## src/rtl/fetch_pkg.sv

```systemverilog
// Shared encodings and helpers for the instruction-fetch stage.
// Branch/jump encodings mirror the main decoder's control outputs.
package fetch_pkg;

  localparam int INSTR_W = 32;

  localparam logic [1:0] BR_NONE = 2'b00;
  localparam logic [1:0] BR_BEQ  = 2'b01;
  localparam logic [1:0] BR_BNE  = 2'b10;

  localparam logic [1:0] JMP_NONE = 2'b00;
  localparam logic [1:0] JMP_JR   = 2'b01;
  localparam logic [1:0] JMP_JAL  = 2'b10;
  localparam logic [1:0] JMP_J    = 2'b11;

  typedef enum logic {
    FETCH = 1'b0,
    HALT  = 1'b1
  } fetch_state_t;

  // Branch displacement: sign-extended word offset turned into a byte offset.
  function automatic logic [31:0] branch_offset(input logic [15:0] imm);
    return {{14{imm[15]}}, imm, 2'b00};
  endfunction

endpackage

```

## src/rtl/fetch_stage_next_pc_calc.sv

```systemverilog
// Redirect decision and target address for the instruction held in IF/ID.
// Purely combinational; id_act gates every redirect.
module next_pc_calc
  import fetch_pkg::*;
(
  input  logic        id_act,
  input  logic [1:0]  ctrl_branch,
  input  logic [1:0]  ctrl_jump,
  input  logic        rs_eq_rt,
  input  logic [31:0] rs_value,
  input  logic [25:0] instr_index,
  input  logic [31:0] pc4,
  output logic        taken,
  output logic [31:0] target
);

  logic [31:0] branch_target_s;
  logic [31:0] jump_target_s;
  logic        redirect_s;

  assign branch_target_s = pc4 + branch_offset(instr_index[15:0]);
  assign jump_target_s   = {pc4[31:28], instr_index, 2'b00};

  // Select redirect condition and target; a jump overrides any branch field.
  always_comb begin
    redirect_s = 1'b0;
    target     = branch_target_s;
    case (ctrl_jump)
      JMP_NONE: begin
        case (ctrl_branch)
          BR_BEQ:  redirect_s = rs_eq_rt;
          BR_BNE:  redirect_s = ~rs_eq_rt;
          BR_NONE: redirect_s = 1'b0;
          default: redirect_s = 1'b0;
        endcase
        target = branch_target_s;
      end
      JMP_JR: begin
        redirect_s = 1'b1;
        target     = rs_value;
      end
      JMP_JAL, JMP_J: begin
        redirect_s = 1'b1;
        target     = jump_target_s;
      end
      default: begin
        redirect_s = 1'b0;
        target     = branch_target_s;
      end
    endcase
  end

  assign taken = id_act & redirect_s;

endmodule

```

## src/rtl/fetch_stage.sv

```systemverilog
// Instruction-fetch stage with PC, imem port, IF/ID register and syscall HALT.
// Optional MIPS branch delay slot is enabled by defining FETCH_DELAY_SLOT_EN.
module fetch_stage
  import fetch_pkg::*;
#(
  parameter logic [31:0] RESET_PC = 32'h0000_0000,
  parameter int          IMEM_AW  = 10
) (
  input  logic               clk,
  input  logic               rst,
  output logic [IMEM_AW-1:0] imem_addr,
  output logic               imem_req,
  input  logic               imem_ready,
  input  logic [31:0]        imem_rdata,
  input  logic               stall,
  input  logic [1:0]         ctrl_branch,
  input  logic [1:0]         ctrl_jump,
  input  logic               ctrl_syscall,
  input  logic               rs_eq_rt,
  input  logic [31:0]        rs_value,
  input  logic               resume,
  output logic               if_id_valid,
  output logic [31:0]        if_id_instr,
  output logic [5:0]         if_id_opcode,
  output logic [5:0]         if_id_funct,
  output logic [31:0]        if_id_pc4,
  output logic               halted
);

  fetch_state_t        state_r, state_s;
  logic [31:0]         pc_r, pc_s;
  logic                valid_r, valid_s;
  logic [INSTR_W-1:0]  instr_r, instr_s;
  logic [31:0]         pc4_r, pc4_s;
`ifdef FETCH_DELAY_SLOT_EN
  logic                pending_r, pending_s;
  logic [31:0]         pending_pc_r, pending_pc_s;
`endif

  logic        id_act_s;
  logic        taken_s;
  logic [31:0] target_s;
  logic [31:0] pc_plus4_s;

  assign id_act_s   = valid_r & ~stall & (state_r == FETCH);
  assign pc_plus4_s = pc_r + 32'd4;

  next_pc_calc u_next_pc (
    .id_act      (id_act_s),
    .ctrl_branch (ctrl_branch),
    .ctrl_jump   (ctrl_jump),
    .rs_eq_rt    (rs_eq_rt),
    .rs_value    (rs_value),
    .instr_index (instr_r[25:0]),
    .pc4         (pc4_r),
    .taken       (taken_s),
    .target      (target_s)
  );

  // Next-state logic: syscall > taken > stall > fetch, HALT waits for resume.
  always_comb begin
    state_s = state_r;
    pc_s    = pc_r;
    valid_s = valid_r;
    instr_s = instr_r;
    pc4_s   = pc4_r;
`ifdef FETCH_DELAY_SLOT_EN
    pending_s    = pending_r;
    pending_pc_s = pending_pc_r;
`endif
    case (state_r)
      FETCH: begin
        if (id_act_s && ctrl_syscall) begin
          state_s = HALT;
          valid_s = 1'b0;
        end else if (taken_s) begin
`ifdef FETCH_DELAY_SLOT_EN
          // The word at pc is the delay slot and survives the redirect.
          if (imem_ready) begin
            instr_s = imem_rdata;
            pc4_s   = pc_plus4_s;
            valid_s = 1'b1;
            pc_s    = target_s;
          end else begin
            pending_pc_s = target_s;
            pending_s    = 1'b1;
            valid_s      = 1'b0;
          end
`else
          pc_s    = target_s;
          valid_s = 1'b0;
`endif
        end else if (stall) begin
          pc_s    = pc_r;
          valid_s = valid_r;
        end else if (imem_ready) begin
          instr_s = imem_rdata;
          pc4_s   = pc_plus4_s;
          valid_s = 1'b1;
`ifdef FETCH_DELAY_SLOT_EN
          pc_s      = pending_r ? pending_pc_r : pc_plus4_s;
          pending_s = 1'b0;
`else
          pc_s    = pc_plus4_s;
`endif
        end else begin
          valid_s = 1'b0;
        end
      end
      HALT: begin
        valid_s = 1'b0;
        state_s = resume ? FETCH : HALT;
      end
      default: begin
        state_s = FETCH;
        valid_s = 1'b0;
      end
    endcase
  end

  // State, PC and IF/ID registers with synchronous reset.
  always_ff @(posedge clk) begin
    if (rst) begin
      state_r <= FETCH;
      pc_r    <= RESET_PC;
      valid_r <= 1'b0;
      instr_r <= 32'h0000_0000;
      pc4_r   <= 32'h0000_0000;
`ifdef FETCH_DELAY_SLOT_EN
      pending_r    <= 1'b0;
      pending_pc_r <= 32'h0000_0000;
`endif
    end else begin
      state_r <= state_s;
      pc_r    <= pc_s;
      valid_r <= valid_s;
      instr_r <= instr_s;
      pc4_r   <= pc4_s;
`ifdef FETCH_DELAY_SLOT_EN
      pending_r    <= pending_s;
      pending_pc_r <= pending_pc_s;
`endif
    end
  end

  assign imem_addr    = pc_r[IMEM_AW+1:2];
  assign imem_req     = (state_r == FETCH) & ~rst;
  assign if_id_valid  = valid_r;
  assign if_id_instr  = instr_r;
  assign if_id_opcode = instr_r[31:26];
  assign if_id_funct  = instr_r[5:0];
  assign if_id_pc4    = pc4_r;
  assign halted       = (state_r == HALT);

endmodule

```

## config.mk

```make
export PLATFORM = sky130hd
export DESIGN_NAME = fetch_stage
export DESIGN_NICKNAME = d
export VERILOG_FILES = /design/src/rtl/fetch_pkg.sv /design/src/rtl/fetch_stage_next_pc_calc.sv /design/src/rtl/fetch_stage.sv
export SDC_FILE = /design/constraint.sdc
export NUM_CORES = 1
export LEC_CHECK = 0
export ABC_AREA = 1
export BUFFER_PORTS_ARGS = -buffer_cell sky130_fd_sc_hd__buf_2
export CORE_MARGIN = 3
export CORE_UTILIZATION = 35
export DETAILED_ROUTE_END_ITERATION = 10
export PLACE_DENSITY = 0.61
export REMOVE_ABC_BUFFERS = 1
export SYNTH_ARGS = -nofsm -noshare
export SYNTH_HDL_FRONTEND = slang
export SYNTH_SLANG_ARGS = --single-unit
```

## constraint.sdc

```tcl
create_clock -name clk -period 1.94 [get_ports clk]
set_input_delay 0.582 -clock clk [delete_from_list [all_inputs] [get_ports clk]]
set_output_delay 0.582 -clock clk [all_outputs]
set_load 0.02 [all_outputs]
```

==> results of run 1 <==
## layout by cell type, fill, tap and decap left out, drive strengths merged
cell | synthesis | layout
o21bai | 6 | 6
nand2 | 371 | 371
xor2 | 18 | 18
clkinv | 2 | 3
nor3b | 2 | 2
ha | 30 | 30
nor3 | 12 | 12
a211oi | 6 | 6
xnor2 | 3 | 3
nand3 | 104 | 104
dfxtp | 98 | 98
clkinvlp | 0 | 1
o211ai | 4 | 4
nand4 | 9 | 9
and2 | 1 | 1
o21ai | 96 | 96
a21o | 1 | 1
nor4 | 1 | 1
nor2 | 153 | 153
inv | 164 | 168
a21oi | 81 | 81
fa | 1 | 1
a31oi | 19 | 19
buf | 48 | 322
clkbuf | 19 | 10
nand3b | 5 | 5
or2 | 8 | 8
## cell families after synthesis
kind of cell               Yosys count
adders and majority gates           31
and+or+nand+nor                    666
xor gates and xnor gates            21
buffers and inverters              233
DFF                                 98
AOI/OAI and AO/OA                  213
## power breakdown
group / internal [uW] / total, uW / switching, uW
Sequential: 2140 / 2250 / 119
Clock: 941 / 1930 / 987
Combinational: 795 / 1840 / 1040
## tightest hold or removal path, stage by stage
cell	delay [ps]
buf_2	70
nor2_1	30
nor2_1	80
## sequential cells by signal, summed over array words and instances (netlist names)
register and cells:
halted 1, if_id_instr 32, if_id_pc4 32, if_id_valid 1
pc_r 32
## metal layers
layer  up-vias  global-route usage
met5         -                   0
met4         0             0.06635
met3        50             0.04232
met2       318              0.4130
met1      4170              0.3333
li1       4552                   -
## worst paths after layout
check	start	to	slack, ps	depth (start not counted)
setup reg to reg	if_id_instr[15]	pc_r[29]	-90	13
setup / recovery	if_id_instr[15]	pc_r[29]	-90	13
hold / removal	imem_rdata[0]	if_id_instr[0]	420	3
hold reg to reg	pc_r[1]	if_id_pc4[1]	450	2
## metrics by stage
step | setup slack, ps | total power [uW]
floorplan | -1387 | 3002
global placement | -254.8 | 3772
detailed placement | -245.7 | 3781
CTS | -28.38 | 5937
global route | -187.1 | 6301
finish | -94.99 | 6021
## repair_timing
| action | 4_1_cts | 5_1_grt |
|---|---|---|
| setup endpoints to repair | 25 | 27 |
| buffers inserted | 7 | 6 |
| resized for setup | 142 | 130 |
| gates cloned | 1 | 0 |
| pin swaps | 35 | 51 |
## cell type report
cell class / instances / area [um^2] / area share
clock buffers: 10 / 239.0 / 0.02159
flip-flops and latches: 98 / 1999 / 0.1806
repair buffers: 322 / 2218 / 0.2004
inverters: 166 / 623.1 / 0.05629
clock inverters: 6 / 60.06 / 0.005426
multi-input cells: 931 / 5592 / 0.5051
well taps: 270 / 337.8 / 0.03052
==> impl_summary.md, run 1 <==
Run status
The flow ran to the end, but the final reports show violations. The checks that failed: setup timing.

Cells and area
Once layout is complete, the utilization of the core stands at 0.5367. The share of post-route cells with drive strength above 1 is 0.3731. The area growth from synthesis to final layout is 47.70%. The number of standard cells in the layout, taps in and fillers out is 1803. The post-route cell area is roughly 0.011 mm^2. The net count of the finished layout is between 1500 and 2000. The number of diodes added for antenna fixing is 0. The layout has 2081 filler cells.

Logic synthesis
The fraction of the mapped netlist area in compound gates came to 0.1523. In the synthesized netlist the dominant register cell turns out to be dfxtp_1. After synthesis the cells add up to 0.007495 mm^2. Synthesis instantiated 40 different standard cells from the library.

Averaged over all synthesized cells, the footprint is 5.939 um^2. dfxtp_1 takes more of the synthesized area than any other cell. The portion of synthesized cell area occupied by the leading cell type is 0.2618. The number of synthesized flops with an enable pin is 0. The adder-cell share of the synthesized area is 0.05275.

By area, the combinational part of the netlist is dominated by simple AND/OR/NAND/NOR gates. The share of the Yosys chip area taken by registers is 0.2618. The multiplexer area fraction after synthesis is 0.

Of the total synthesized cell area, the portion taken by XOR and XNOR cells is 0.02454. The cell count after synthesis is 1262. The count of synthesis-stage warnings from yosys is 0. The area fraction in and, or, nand and nor cells after synthesis is 0.3748. The most frequent cell after synthesis is nand2_1.

The commonest cells after synthesis are nand2_1, inv_1, nor2_1. The synthesized flop and latch total is slightly below 100. The share of async-settable or async-resettable flops after synthesis is 0. Yosys attributes the largest share of cell area to dfxtp_1, nand2_1, inv_1, nor2_1, nand3_1.

Detailed routing
The antenna violation net count after detailed routing is 0. The highest metal layer carrying signal wires in the routed design is met4. The overall via count from detail_route is 9090. The detailed-routed wire length on met2 is approximately 14000 um. The detail-routed via count per cell is 5.042. The wire length per cell after detailed routing is roughly 17 um. The iteration count of the initial detailed-routing pass is 5. The remaining routing DRC violations is 0. The met3 layer wire length in the routed design is approximately 1900 um.

For this block, wires on met1 add up to 13350 um. The overall routed net length is about 30000 um. The detailed router finished its first iteration with 591 violations.

CTS
The number of clock sinks is 98. The number of levels the H-tree was split into is 3. The clock tree root driver cell is clkbuf_16.

Clock tree synthesis inserted a total of 9 buffers. Buffers inserted to repair hold after CTS numbered 0. The number of buffers between clock root and the deepest sink is 2. The worst-skew pair later-pin latency is 370 ps. The clock tree from TritonCTS is built.

The register clock-pin slew on the reported worst setup and hold paths is 90 ps.

STA
The post-route minimum period is 2035 ps. Hold is met by 424.6 ps. The number of hold-slack violations in the final timing report is 0. Setup repair after global routing could not meet its margin everywhere. The setup slack after layout is -94.99 ps. The clock arrives with between 10 and 15 ps of skew.

The sum of negative setup slack is -370.9 ps. Setup violations remaining at the end of the flow were counted as 11. The peak clock frequency supported by timing is 491.4 MHz. The final count of pins violating max slew is 0. Measured against its own limit, the worst slew margin works out to 0.6884.

The slew at the pin closest to its max-slew limit is 466.8 ps. The final cycle utilization of the critical path is 1.049.

Critical path
The largest stage delay on the critical path is 380 ps. The cell at the slowest stage of the critical path is dfxtp_4. On the critical path the largest part of the delay comes from simple AND/OR/NAND/NOR gates.

The sum of buffers and inverters on the critical path is 1. The signal on the critical path passes through buf_16, ha_4, nand2_1, nand2_1, a21oi_1, nand2_2, a21oi_2, nand2_1, nand2_1, nand3_2, nand2_2, nand2_1, a21oi_1. The kind of critical path is reg -> reg. The maximum fanout along the worst path is 6. The cell with the most instances on the worst path is nand2_1. The data required time at the worst endpoint is 2240 ps.

STA puts the critical path data arrival time at 2340 ps. The category of the worst setup path capture point is a flip-flop. The sort of element at the start of the critical path is a flip-flop.

GRT
The wire length of the first global-routing pass is 46770 um. The number of global-route vias before repair is 8824. The residual overflow from global routing is 0. In the global route stage, overall resource usage came out at 0.2481.

The initial antenna violation count came to 0. Entering global routing, the biggest net connects 45 pins.

Floorplanning
Pin placement for this block handled 164 I/O pins. The overall die area is approximately 0.023 mm^2. The core outline area is 0.02062 mm^2.

The number of standard-cell rows in the floorplan is 52. For this configuration, the core starts out at a cell density of 0.3634. The die is 152.3 um wide. The vertical die dimension is approximately 150 um.

Min path
The class of the most critical hold timing path is in -> reg.

Place
The final weighted congestion in routability-driven placement is 0.9800. Once detailed placement completed, the half-perimeter wirelength came to 22580 um. The total cell area at the placement stage is 0.009527 mm^2. During placement, the flow inserted port buffers numbering around 160. The number of cells in the design after placement is 1774.

Power and ir drop
The worst ir drop on vdd is 0.4055 mV. The power per unit of standard cell area is 544.0 mW/mm^2. The leakage power of the design is 0.005515 uW.

Flow run
The max-capacitance violation count is 0.
Power figures use the tool's default switching activity.
==> run 2: changes to the inputs <==
REMOVE_ABC_BUFFERS = not set   (was 1)
==> run 2 against run 1 <==
Effect of this change:
- the flow still finishes with violations (setup timing)
- largest power group unchanged
- global-route usage grew 0.27 points
- critical path depth grew 2
- final area grew 2.6%
- clock skew shrank 5.0 ps
- wire length grew 4.2%
- die area is the same
- maximum frequency shrank 0.41%
- flip-flop and latch count is the same
- largest cell class unchanged
- critical path type unchanged
- worst hold slack gained 11 ps
==> impl_summary.md, run 2 (synthesis results as in run 1) <==
Run status
The run finished, with violations left. The checks that failed: setup timing.

Critical path
The data required time at the worst endpoint is 2250 ps (about the same). The largest stage delay on the critical path came to 390 ps (about the same). The most critical setup path has its startpoint at if_id_instr[15]. Walking the worst path, the cells encountered are buf_12, ha_4, nand2_1, nand2_2, inv_1, nand2_1, inv_1, nand2_2, a21oi_2, nand2_1, nand2_1, nand3_2, nand2_1, nand2_1, a21oi_2. The sum of buffers and inverters on the critical path is 3 (+2).

The worst setup path is captured at a flip-flop. STA classifies the critical path startpoint as a flip-flop. The destination of the worst register-to-register timing path is pc_r[27]. The depth of the worst register-to-register path is 15 (+2). The slowest stage of the critical path is the dfxtp_4 cell.

The end point of the critical path is pc_r[27]. The number of stages on the worst setup path is 15 (+2). The maximum fanout along the worst path is 6 (unchanged). The slack of the worst reg-to-reg path is -100 ps (about the same). The arrival time of data at the critical path endpoint is 2350 ps (about the same).

In this run the critical register-to-register path is launched from if_id_instr[15]. The cell class contributing the biggest share of worst-path delay is simple AND/OR/NAND/NOR gates. The cell that appears most often on the critical path is nand2_1.

By startpoint and endpoint, the worst setup path is classified as reg -> reg.

Flow run
The max-capacitance violation count was 0 (unchanged).

GRT
The residual overflow from global routing is 0 (unchanged). The number of global-route vias before repair is 8767 (-0.65%). The initial antenna violation count is 0 (unchanged). The total global-route track usage is 0.2508 (+0.002705).

The wire length of the first global-routing pass is 46640 um (-0.28%). The largest net degree at the start of global routing is 33 (-27%).

Detailed routing
The iteration count of the initial detailed-routing pass is 5 (unchanged). The detail-routed via count per cell is 5.097 (+1.1%). The overall via count from detail_route is 9262 (+1.9%). The antenna violation net count after detailed routing is 0 (unchanged). The remaining routing DRC violations is 0 (unchanged). The count of routing violations after the opening detailed-route iteration is 758 (+28%). The wire length per cell after detailed routing is 17.26 um (+3.4%).

The overall routed net length came to 31360 um (+4.2%).

STA
The post-route minimum period came to 2043 ps (+8.352 ps). The final cycle utilization of the critical path was 1.053 (+0.004305). The setup slack after layout is -103.3 ps (-8.352 ps). The number of setup violations in the final report is 10 (-1). The sum of negative setup slack is -476.2 ps (-105.3 ps). The slew at the pin closest to its max-slew limit is 466.8 ps (-0.03076 ps). The final count of pins violating max slew is 0 (unchanged).

The worst clock skew is 7.001 ps (-4.999 ps). The normalized max-slew margin is 0.6888 (about the same). The peak clock frequency supported by timing was 489.4 MHz (-0.41%).

The number of hold-slack violations in the final timing report was 0 (unchanged). Setup repair after global routing could not meet its margin everywhere.

Power and ir drop
The share of power burned in combinational logic is 0.316 (+0.011). The clock network fraction of total power was 0.310 (-0.010). The total internal power is 3873 uW (about the same). The leakage power of the design is 0.005617 uW (+1.9%). The sequential power share came to 0.373 (about the same). The switching power share of the total came to 0.3610 (+0.003970).

The power dissipated by switching net loads is 2189 uW (+1.8%). The post-route total power is 6062 uW (+0.68%). The worst ir drop on vdd is 0.4970 mV (+23%).

The power per unit of standard cell area is 534.0 mW/mm^2 (-1.8%).

CTS
The number of buffers between clock root and the deepest sink was 2 (unchanged). The number of clock sinks was 98 (unchanged). The number of levels the H-tree was split into is 3 (unchanged). The root buffer cell chosen for the clock tree is clkbuf_16. The number of buffers created by CTS is 9 (unchanged). The worst-skew pair later-pin latency is 370 ps (about the same).

The register clock-pin slew on the reported worst setup and hold paths is 80 ps (about the same). The clock tree from TritonCTS is built.

Logic synthesis
The number of nets in the synthesized netlist is around 1400.

Place
The number of buffers inserted by port buffering came to 163 (unchanged). The post-DP HPWL came to 24180 um (+7.1%). The final weighted congestion in routability-driven placement is 1.023 (+4.4%). The total cell area at the placement stage is 0.009617 mm^2 (+0.95%).

Floorplanning
The vertical die dimension is 152.3 um (unchanged). The overall die area came to 0.02321 mm^2 (unchanged). The core outline area was 0.02062 mm^2 (unchanged).

The I/O pin total came to 164 (unchanged). The overall die width was 152.3 um (unchanged). The number of standard-cell rows in the floorplan is 52 (unchanged). The initial cell density of the core is 0.3634 (unchanged).

Cells and area
The number of diodes added for antenna fixing is 0 (unchanged). The share of post-route cells with drive strength above 1 is 0.4163 (+0.04317). The area growth from synthesis to final layout is 51.47%. The number of nets at the end of the flow came to 1648 (+0.86%).

The final design utilization is 0.5504 (+0.01371). The most common cell after layout, fill and taps aside is nand2_1. The top cell types in the final layout, fill and taps aside, are nand2_1, buf_2, buf_4.

The fill cell instance count of the final layout was 1980 (-4.9%). The post-route cell area is 0.01135 mm^2 (+2.6%).

Min path
The path class of the tightest hold or removal check is in -> reg.
run 2: stage by stage:
step           hold WS, ps  setup WS, ps  cells
6_report             435.5        -103.3   1817
5_1_grt              441.1        -188.8   1817
4_1_cts              431.6        -57.44   1805
3_5_place_dp         434.3        -225.8   1787
3_3_place_gp         428.3        -225.7   1787
2_1_floorplan        420.5         9.997   1262
run 2: repair_timing:
item | CTS | global route
endpoints found under the setup margin | 25 | 30
cloned | 0 | 1
hold buffers | 0 | 0
pin swaps | 14 | 98
hold endpoints to repair | 0 | 0
resized for setup | 115 | 220
setup buffers | 2 | 11
run 2: worst min-delay path by stage:
stage                       start             end  slack (ps)  cells past startpoint
finish              imem_rdata[2]  if_id_instr[2]         440                      3
global route        imem_rdata[1]  if_id_instr[1]         440                      3
CTS                 imem_rdata[2]  if_id_instr[2]         430                      3
detailed placement        pc_r[1]    if_id_pc4[1]         430                      2
global placement          pc_r[0]    if_id_pc4[0]         430                      2
floorplan                 pc_r[0]    if_id_pc4[0]         420                      2
run 2: cell type report:
cell class	count	area, um^2	share of cell area
inverter	166	625.6	0.05511
multi-input combinational	931	5744	0.5060
timing repair buffer	336	2336	0.2058
clock buffer	9	225.2	0.01984
clock inverter	7	70.07	0.006172
sequential	98	2013	0.1773
tap	270	337.8	0.02976
run 2: power groups by stage:
| stage | combinational [uW] | clock (uW) | sequential [uW] |
|---|---|---|---|
| CTS | 1690 | 1910 | 2250 |
| global placement | 1550 | 0 | 2270 |
| finish | 1920 | 1880 | 2260 |
| floorplan | 716 | 0 | 2380 |
| global route | 2050 | 1980 | 2280 |
| detailed placement | 1560 | 0 | 2270 |
run 2: routing by layer:
metal	global-route usage	wire length (um)
met1	0.3220	13250
met2	0.4181	14770
met3	0.05283	2328
met4	0.08776	1015
met5	0	0
run 2: worst register-to-register path: cells and delay by family (launching register included):
kind / cells / cell delay (ps)
and+or+nand+nor: 9 / 760
DFF: 1 / 390
buffers and inverters: 3 / 300
AOI/OAI and AO/OA: 2 / 300
adders and majority gates: 1 / 240
==> run 3: changes to the inputs <==
ABC_AREA = not set   (was 1)
==> run 3 against run 2 <==
Effect of this change:
- wire length decreased by 12%
- register-to-register slack got worse by 430 ps
- count of clock-buffer cells in the layout unchanged
- die area decreased by 8.7%
- the run still ends with setup timing left
- critical endpoint is now pc_r[18]
- sequential share of layout area increased by 0.099 points
- critical path depth decreased by 3
- cell count decreased by 16%
- combinational power decreased by 17%
==> impl_summary.md, run 3 <==
Run status
The run finished, with violations left. The checks that failed: setup timing.

CTS
The register clock-pin slew on the reported worst setup and hold paths is 70 ps (about the same). The tree is rooted in a clkbuf_16. The number of levels the H-tree was split into is 3 (unchanged). The number of buffers created by CTS is 9 (unchanged).

The number of clock sinks was 98 (unchanged). The clock tree from TritonCTS is built. The worst-skew pair later-pin latency is 360 ps (about the same). The hold buffer count at cts is 0 (unchanged). The number of buffers between clock root and the deepest sink is 2 (unchanged).

Logic synthesis
The average cell area after synthesis is 7.589 um^2 (+28%). The share of async-settable or async-resettable flops after synthesis is 0 (unchanged). In the synthesized netlist the dominant register cell turns out to be dfxtp_1.

The multiplexer area fraction after synthesis is 0.01928 (+0.01928). The cell area after technology mapping is 0.006815 mm^2 (-9.1%). The area fraction in and, or, nand and nor cells after synthesis was 0.2416 (-0.1332). The cell type with the highest aggregate area in the netlist is dfxtp_1. The portion of synthesized cell area occupied by the leading cell type is 0.2879 (+0.02610). The post-synthesis net count is 1004 (-27%).

By area the synthesized netlist is led by dfxtp_1, nand2_1, a21oi_1, ha_1, nor2_1. The cell count after synthesis came to 898 (-29%). The count of synthesis-stage warnings from yosys is 0 (unchanged). The number of synthesized flops with an enable pin is 0 (unchanged). The commonest cells after synthesis are nand2_1, dfxtp_1, a21oi_1. The fraction of the mapped netlist area in compound gates was 0.2759 (+0.1237).

After synthesis, the largest family of logic cells by area is compound AO/OA/AOI/OAI gates. The adder-cell share of the synthesized area is 0.05801 (+0.005259). The count of different cell masters after synthesis is 77 (+93%). The synthesized flop and latch total came to 98 (unchanged). The xor/xnor cell area share of the yosys netlist is 0.05654 (+0.03200). Among all cell types in the netlist, the one instantiated most often is nand2_1. The part of the Yosys area used for sequential elements is 0.2879 (+0.02610).

STA
The peak clock frequency supported by timing is 403.6 MHz (-18%). The worst clock skew is 7.948 ps (+0.9471 ps). The setup slack after layout is -537.4 ps (-434.1 ps).

The number of setup violations in the final report is 41 (+31). Setup repair after global routing could not meet its margin everywhere. The final cycle utilization of the critical path is 1.277 (+0.2237). The normalized max-slew margin is 0.6518 (-0.03698).

The slew at the pin closest to its max-slew limit is 522.3 ps (+55.47 ps). The number of hold-slack violations in the final timing report is 0 (unchanged). The post-route minimum period is 2477 ps (+434.1 ps). The final count of pins violating max slew is 0 (unchanged).

Floorplanning
The core outline area is 0.01889 mm^2 (-8.4%). The number of standard-cell rows in the floorplan is 50 (-3.8%). The initial cell density of the core is 0.3607 (-0.002654). The I/O pin total is 164 (unchanged). The overall die area is 0.02118 mm^2 (-8.7%).

The overall die width was 145.5 um (-4.5%). The vertical die dimension is 145.5 um (-4.5%).

Cells and area
The area of the multi-input gates is 0.005582 mm^2 (-2.8%). The fill cell instance count of the final layout is 1658 (-16%). The area growth from synthesis to final layout is 66.37%. The share of post-route cells with drive strength above 1 is 0.4988 (+0.08253).

The final design utilization came to 0.6001 (+0.04972). The most common cell after layout, fill and taps aside is buf_4. The number of nets at the end of the flow is 1374 (-17%).

The register area was 0.002022 mm^2 (+0.44%). The number of diodes added for antenna fixing was 0 (unchanged). The post-route cell area is 0.01134 mm^2 (-0.12%). In the layout the commonest cells are buf_4, buf_2, nand2_1.

GRT
The residual overflow from global routing is 0 (unchanged). The number of global-route vias before repair is 7798 (-11%). The largest net degree at the start of global routing is 40 (+21%). The wire length of the first global-routing pass is 41940 um (-10%). The initial antenna violation count is 0 (unchanged). The total global-route track usage was 0.2432 (-0.007639).

Critical path
In this run the critical register-to-register path is launched from if_id_instr[0]. The kind of critical path is reg -> reg. The category of the worst setup path capture point is a flip-flop. The arrival time of data at the critical path endpoint is 2760 ps (+410 ps). The worst setup path startpoint is if_id_instr[0]. The sort of element at the start of the critical path is a flip-flop.

The data required time at the worst endpoint is 2230 ps (-20 ps). The maximum fanout along the worst path is 3 (-3).

Detailed routing
The antenna violation net count after detailed routing came to 0 (unchanged). The count of routing violations after the opening detailed-route iteration is 502 (-34%). The overall routed net length is 27680 um (-12%). The iteration count of the initial detailed-routing pass is 5 (unchanged).

The overall via count from detail_route is 8258 (-11%). The detail-routed via count per cell is 5.387 (+5.7%). The wire length per cell after detailed routing was 18.06 um (+4.6%). The remaining routing DRC violations was 0 (unchanged).

Place
The total cell area at the placement stage is 0.009794 mm^2 (+1.8%). The number of buffers inserted by port buffering is 163 (unchanged). The final weighted congestion in routability-driven placement is 0.9758 (-4.6%). The post-DP HPWL is 20320 um (-16%).

Power and ir drop
The leakage power of the design was 0.005031 uW (-10%). The power per unit of standard cell area is 480.4 mW/mm^2 (-10%). The worst ir drop on vdd was 0.4232 mV (-15%).

Min path
The class of the most critical hold timing path is in -> reg. The startpoint of the most critical hold path is imem_rdata[2].

Flow run
The max-capacitance violation count is 0 (unchanged).
-- run 3: routing by layer --
| layer | track usage | vias up | routed length [um] |
|---|---|---|---|
| li1 | - | 4000 | - |
| met1 | 0.3379 | 3923 | 12430 |
| met2 | 0.3961 | 292 | 12730 |
| met3 | 0.03519 | 43 | 1807 |
| met4 | 0.06648 | 0 | 720 |
| met5 | 0 | - | 0 |
-- run 3: path summary, 6_finish.rpt --
kind                      to  slack, ps  cells after the start
min reg2reg  if_id_instr[29]        470                      2
max                 pc_r[18]       -540                     12
min           if_id_instr[2]        450                      3
max reg2reg         pc_r[18]       -540                     12
-- run 3: critical path, cell delays in order, from the launching register on --
cell      delay, ps
dfxtp_4         350
ha_4            160
fa_2            370
a211oi_4        290
nor3_4           90
o211ai_1        250
nand2_2         120
buf_6           140
a31oi_4         160
buf_4           140
xnor2_1         110
o22ai_1          80
o22ai_1         140
-- run 3: cell type report --
class	count	share of cell area
clock buffers	9	0.01986
clock inverters	7	0.003200
inverters	13	0.004304
multi-input cells	714	0.4923
flip-flops and latches	98	0.1783
well taps	260	0.02869
repair buffers	432	0.2733
-- run 3: power by group --
group          total, uW  internal [uW]  leakage, uW  switching (uW)
Sequential          2180           2090     0.000812            88.3
Clock               1680            853     0.000124             823
Combinational       1590            715      0.00409             873
-- run 3: logic make-up (layout without fill, tap and decap cells) --
kind of cell    after synthesis  count (layout)
compound gates              286             286
xor+xnor                     44              44
fa+ha+maj                    31              31
buf+inv                      87             461
flops                        98              98
mux                          13              13
simple gates                339             340
-- run 3: what timing repair did --
item,4_1_cts,5_1_grt
pin swaps,55,72
setup buffers,16,29
resized for setup,74,118
cloned,1,2
setup endpoints to repair,51,58
-- run 3: per-stage QoR --
stage          setup TNS, ps  setup slack [ps]  hold WS, ps  std cells  power, uW
2_1_floorplan          -5272            -490.0        432.3        898       3002
5_1_grt               -13900            -611.3        450.7       1533       5682
6_report              -10080            -537.4        452.6       1533       5447
4_1_cts                -8757            -524.9        442.6       1507       5324
3_3_place_gp          -33520            -543.8        443.7       1479       3576
3_5_place_dp          -36650            -572.6        456.0       1479       3586
